--- src/rtl/ped_debounce.sv ---
// Pedestrian push-button front end: consecutive-sample debounce of an
// already-synchronized button level, press pulse, sticky request with
// acknowledge, overrun flag and a saturating press counter.
//
// Ports:
//   clk          block clock (same domain as the upstream synchronizer)
//   rst_n        asynchronous active-low reset
//   btn_sync     synchronized button level, 1 = pressed
//   ped_ack      controller acknowledge, clears ped_req
//   btn_level    debounced button level
//   btn_press    one-cycle pulse per accepted press
//   ped_req      sticky pedestrian request
//   overrun      one-cycle pulse: press accepted while a request is still pending
//   press_count  saturating count of accepted presses
module ped_debounce #(
    parameter int unsigned DEBOUNCE_CYCLES = 16,
    parameter int unsigned CNT_W           = 8
) (
    input  logic             clk,
    input  logic             rst_n,
    input  logic             btn_sync,
    input  logic             ped_ack,
    output logic             btn_level,
    output logic             btn_press,
    output logic             ped_req,
    output logic             overrun,
    output logic [CNT_W-1:0] press_count
);

    localparam int unsigned CW = $clog2(DEBOUNCE_CYCLES);
    localparam logic [CW-1:0]    LAST    = CW'(DEBOUNCE_CYCLES - 1);
    localparam logic [CNT_W-1:0] CNT_MAX = '1;

    typedef enum logic [1:0] {
        STABLE_LO = 2'd0,
        CHECK_HI  = 2'd1,
        STABLE_HI = 2'd2,
        CHECK_LO  = 2'd3
    } state_t;

    state_t        state;
    logic [CW-1:0] cnt;
    logic          press_accept_c;

    // A press is accepted on the edge that sees the Nth consecutive high sample.
    assign press_accept_c = (state == CHECK_HI) && btn_sync && (cnt == LAST);

    // Debounce FSM with registered level and press pulse.
    always_ff @(posedge clk or negedge rst_n) begin
        if (!rst_n) begin
            state     <= STABLE_LO;
            cnt       <= '0;
            btn_level <= 1'b0;
            btn_press <= 1'b0;
        end else begin
            btn_press <= 1'b0;
            case (state)
                STABLE_LO: begin
                    if (btn_sync) begin
                        state <= CHECK_HI;
                        cnt   <= CW'(1);
                    end
                end
                CHECK_HI: begin
                    if (!btn_sync) begin
                        state <= STABLE_LO;
                        cnt   <= '0;
                    end else if (cnt == LAST) begin
                        state     <= STABLE_HI;
                        cnt       <= '0;
                        btn_level <= 1'b1;
                        btn_press <= 1'b1;
                    end else begin
                        cnt <= cnt + CW'(1);
                    end
                end
                STABLE_HI: begin
                    if (!btn_sync) begin
                        state <= CHECK_LO;
                        cnt   <= CW'(1);
                    end
                end
                CHECK_LO: begin
                    if (btn_sync) begin
                        state <= STABLE_HI;
                        cnt   <= '0;
                    end else if (cnt == LAST) begin
                        state     <= STABLE_LO;
                        cnt       <= '0;
                        btn_level <= 1'b0;
                    end else begin
                        cnt <= cnt + CW'(1);
                    end
                end
                default: begin
                    state <= STABLE_LO;
                    cnt   <= '0;
                end
            endcase
        end
    end

    // Request latch: a new press wins over an ack landing on the same edge.
    always_ff @(posedge clk or negedge rst_n) begin
        if (!rst_n) begin
            ped_req     <= 1'b0;
            overrun     <= 1'b0;
            press_count <= '0;
        end else begin
            overrun <= 1'b0;
            if (press_accept_c) begin
                ped_req <= 1'b1;
                overrun <= ped_req && !ped_ack;
                if (press_count != CNT_MAX) begin
                    press_count <= press_count + CNT_W'(1);
                end
            end else if (ped_req && ped_ack) begin
                ped_req <= 1'b0;
            end
        end
    end

endmodule
--- config.mk ---
export PLATFORM = sky130hd
export DESIGN_NAME = ped_debounce
export DESIGN_NICKNAME = d
export VERILOG_FILES = /design/src/rtl/ped_debounce.sv
export SDC_FILE = /design/constraint.sdc
export NUM_CORES = 1
export LEC_CHECK = 0
export CORE_MARGIN = 2
export CORE_UTILIZATION = 40
export CTS_CLUSTER_DIAMETER = 80
export CTS_CLUSTER_SIZE = 24
export DETAILED_ROUTE_END_ITERATION = 7
export PLACE_DENSITY = 0.74
export SETUP_SLACK_MARGIN = 0.02
export SYNTH_ARGS = -nofsm -noshare
export SYNTH_HDL_FRONTEND = slang
export SYNTH_SLANG_ARGS = --single-unit
--- constraint.sdc ---
create_clock -name clk -period 2.2 [get_ports clk]
set_clock_uncertainty 0.05 [all_clocks]
set_input_delay 0.33 -clock clk [delete_from_list [all_inputs] [get_ports clk]]
set_output_delay 0.33 -clock clk [all_outputs]
set_load 0.05 [all_outputs]
Word level (Yosys, flattened, before mapping) --
Index checks and enable logic that the tools add are counted.
Storage, ports and cells: flip-flop bits (word level) 18, input bits 4, output and inout port bits 12, word-level logic and storage cells 58
Cells by class: add/subtract/negate cells 2, equal/unequal tests 13, multiplexer cells 24, reduce and logical (&&, ||, !) cells 12
Operators by type and width (number):
- $mux W4 | 5
- $pmux W4 S4 | 1
- $mux W2 | 6
- $mux W1 | 10
- $ne A2 B2 Y1 const B | 5
- $add A8 B1 Y8 const B | 1
- $ne A8 B8 Y1 const B | 1
- $pmux W2 S4 | 1
- $reduce_and A5 Y1 | 1
- $add A4 B1 Y4 const B | 1
- $eq A2 B2 Y1 const B | 2
- $eq A4 B4 Y1 const B | 1
- $logic_and A1 B1 Y1 | 4
- $reduce_and A2 Y1 | 2
- $reduce_and A4 Y1 | 1
- $reduce_bool A2 Y1 | 2
- $ne A3 B2 Y1 const B | 1
- $ne A3 B3 Y1 const B | 1
- $eq A2 B1 Y1 const B | 1
- $logic_not A2 Y1 | 1
- $ne A2 B1 Y1 const B | 1
- $pmux W1 S2 | 1
- $logic_not A1 Y1 | 1

Longest topological paths before layout --
depth in word-level cells 4, gate-level depth with buffers 7, gate-level depth less buffers 6

Least setup slack after synthesis --
Ideal clock, no wire load.
path kind register to register, start point register press_count[0], end point register press_count[1], library setup time 0.125 ns, data arrival time 1.849 ns, data required time 2.025 ns, setup slack 0.176 ns, cell stages (with the launch flop) 5, buffers on the path 0, period minus slack after synthesis 2.024 ns, cell sequence dfrtp_1 ha_1 nand3_1 o2111ai_1 mux2_2
Between the ends: longest elaborated chain between the ends 2, elaborated cells on any way between the ends 3, classes of those cells add/sub: 1; eq/ne: 1; reduce/logical: 1
Ends and longest elaborated chain:
- from (decl) | RTL line 27 | output logic [CNT_W-1:0] press_count
- from (signal assigned) | RTL line 115 | press_count <= press_count + CNT_W'(1);
- branches (longest 2 deep; another with $add A8 B1 Y8)
Several ways; the timed one is not identified. A chain may end at the register's enable or synchronous reset.

Final worst setup path --
start point register press_count[1], end point output press_count[1]
No word-level cell between the ends.

==> results.toml <==
[power_and_ir_drop]
ir_drop_v = 0.000427
power_per_cell_area_nw_per_um2 = 508
power.leakage_uw = 0.000471

[die]
core_um2 = 2000
die_w_um = 50.6
fp.dieH_um = 50.6
start_util_pct = 43.4
die_area_um2 = 2560
rows = 16
ioPinCount = 16

[logic_synthesis]
synth_seq_cells = 18
synth_fp_nets = 88
yosysSeqAreaShare_pct = 51.9
synth.distinct_cells = 25
avgSynthCellArea_um2 = 10.6
netlist_instances = 82
yosys_warnings = 0
syn-cell-area_um2 = 868

[timing]
hold_viol_final = 0
slew-limit-headroom_pct = 63.8
fin_crit_sh_pct = 89.6
grt_setup_unrepaired = "false"
fin_crit_ns = 1.97
setup_viol = 0
worst_pin_slew_ns = 0.542
setup_tns_ns = 0
finalMaxSlewViolations = 0
fmax_mhz = 507

[drt]
routed_wirelength_um = 1520
firstDrtPassIters = 3
first_iter_violations = 9
remaining_drc_errors = 0
wl_met1_um = 699
routed.top_layer = "met4"
vias = 651
vias_per_cell = 5.21
routedWlPerCell_um = 12.2
met3_wirelength_um = 42
wl_met2_um = 756
postRouteAntennaNets = 0

[global_route]
grt_max_degree = 19
grt_overflow_total = 0
grt_first_pass_wirelength_um = 2730
grtUsageTotal_pct = 14.5
antenna_found_initial = 0
first_global_vias = 625

[critical_path]
worst_ep_arrival_time_ns = 1.59
required_ns = 1.82
critPathSlowestCell = "clkdlybuf4s50_1"
cp-end-kind = "primary output"
crit_buf_inv = 1
cp_slowest_stage_delay_ns = 0.86
startpoint_type = "register"
critPathTopFamily = "buffers and inverters"
critPathMaxFanout = 5
crit_chain = "clkdlybuf4s50_1"
worstSetupPathType = "register to primary output"

[finish]
drive_gt1_share_pct = 8.16
diodes = 0
fin_cells = 125
synthToLayoutAreaGrowth_pct = 21.9
fin_nets = 106

[clocking]
cts.clk_slew.worst_paths_ns = 0.09
clkLatencyLatePin_ns = 0.29
post_cts_buffers = 0
clockRootBuffer = "clkbuf_4"
cts.sinks = 18
clockBufferDepth = 2
cts_hold_buf = 0
h-tree-depth = 1
cts_resized = 0
cts_buffers = 3
cts_tree = "done"

[place]
portBuffers = 15
hpwl_um = 1140
place_inst = 122
gp_congestion = 0.815

[job]
drv_cap = 0

[run_status]
run_status = "finished, final reports clean"

[worst_hold_path]
hp-class = "primary input to async pin"
[synth_stat cells]
| master | n | area (µm²) |
|---|---|---|
| xor2_1 | 4 | 35.0 |
| mux2_2 | 2 | 22.5 |
| dfrtp_1 | 18 | 450 |
| ha_1 | 2 | 25.0 |
| nor3_1 | 3 | 15.0 |
| a21oi_1 | 5 | 25.0 |
| and4_1 | 1 | 8.76 |
| nor2_1 | 4 | 15.0 |
| nand2b_1 | 1 | 6.26 |
| buf_4 | 1 | 7.51 |
| inv_1 | 6 | 22.5 |
| mux2i_1 | 1 | 10.0 |
| a41oi_1 | 2 | 17.5 |
| nand3_1 | 4 | 20.0 |
| nand4_1 | 4 | 25.0 |
| nor4_4 | 1 | 21.3 |
| xnor2_1 | 3 | 26.3 |
| o2111ai_1 | 1 | 8.76 |
| buf_6 | 1 | 11.3 |
| nand3_4 | 1 | 17.5 |
| nand2_1 | 9 | 33.8 |
| buf_2 | 1 | 5.00 |
| o22ai_1 | 1 | 6.26 |
| a21o_1 | 1 | 7.51 |
| o21ai_0 | 5 | 25.0 |
[worst paths after layout]
check,from,endpoint,slack (ns),depth (start not counted)
worst max-delay path,press_count[1],press_count[1],0.23,1
worst min-delay path,rst_n,press_count[7],0.31,2
worst max register to register,cnt[0],press_count[7],0.33,5
worst min register to register,press_count[6],press_count[6],0.48,1
max in group asynchronous,rst_n,overrun,1.60,2
min in group clk,press_count[6],press_count[6],0.48,1
[layout make-up]
cell class	instances	area (µm²)
flip-flops and latches	18	450
multi-input cells	55	372
repair buffers	16	158
clock buffers	3	22.5
fillers	189	943
well taps	27	33.8
inverters	6	22.5
[cells by family (layout without fill, tap and decap cells)]
| family | after synthesis | count (layout) | synth area share, % |
|---|---|---|---|
| fa+ha+maj | 2 | 2 | 2.88 |
| mux | 3 | 3 | 3.75 |
| xor+xnor | 7 | 7 | 7.06 |
| compound gates | 15 | 15 | 10.4 |
| buf+inv | 9 | 25 | 5.33 |
| simple gates | 28 | 28 | 18.7 |
| flops | 18 | 18 | 51.9 |
[registers in the layout, indices dropped and copies added (netlist names), named ones only]
| register | flops |
|---|---|
| press_count | 8 |
| overrun | 1 |
| state | 1 |
| ped_req | 1 |
| cnt | 4 |
| btn_press | 1 |
| btn_level | 1 |
[power by group]
part / switching (µW) / leakage [µW] / total (µW) / internal (µW)
sequential: 9.85 / 0.000230 / 348 / 338
clock: 91.4 / 0.0000138 / 155 / 63.7
combinational: 19.0 / 0.000227 / 35.0 / 16.0
total: 120 / 0.000471 / 538 / 417
[placed cells by master (no fill, tap or decap)]
cell / instances
a41oi_1: 2
nand2b_1: 1
xnor2_1: 3
nand4_1: 4
clkdlybuf4s50_1: 15
nand3_1: 4
nand3_4: 1
a21o_1: 1
ha_1: 2
mux2i_1: 1
dfrtp_1: 18
o21ai_0: 5
buf_4: 1
nand2_1: 9
o2111ai_1: 1
nor2_1: 4
nor4_4: 1
xor2_1: 4
mux2_2: 2
clkbuf_4: 3
nor3_1: 3
o22ai_1: 1
a21oi_1: 5
and4_1: 1
inv_1: 6
[layer usage]
metal	vias to the layer above	global-route usage [%]
li1	321	-
met3	2	3.57
met4	0	8.11
met5	-	0
met1	316	16.8
met2	12	24.3
[through the flow]
stage               util, %  setup WS [ns]  instance area, µm²  hold WS (ns)  power (µW)
floorplan                 -          0.176                 868       -0.0156         374
global placement       51.7          0.336                1040         0.447         388
detailed placement     51.7          0.303                1040         0.465         390
CTS                    52.9          0.218                1060         0.303         548
global route           52.9          0.162                1060         0.321         572
finish                 52.9          0.229                1060         0.307         538
Note: power is estimated with default switching activity, not from simulation.
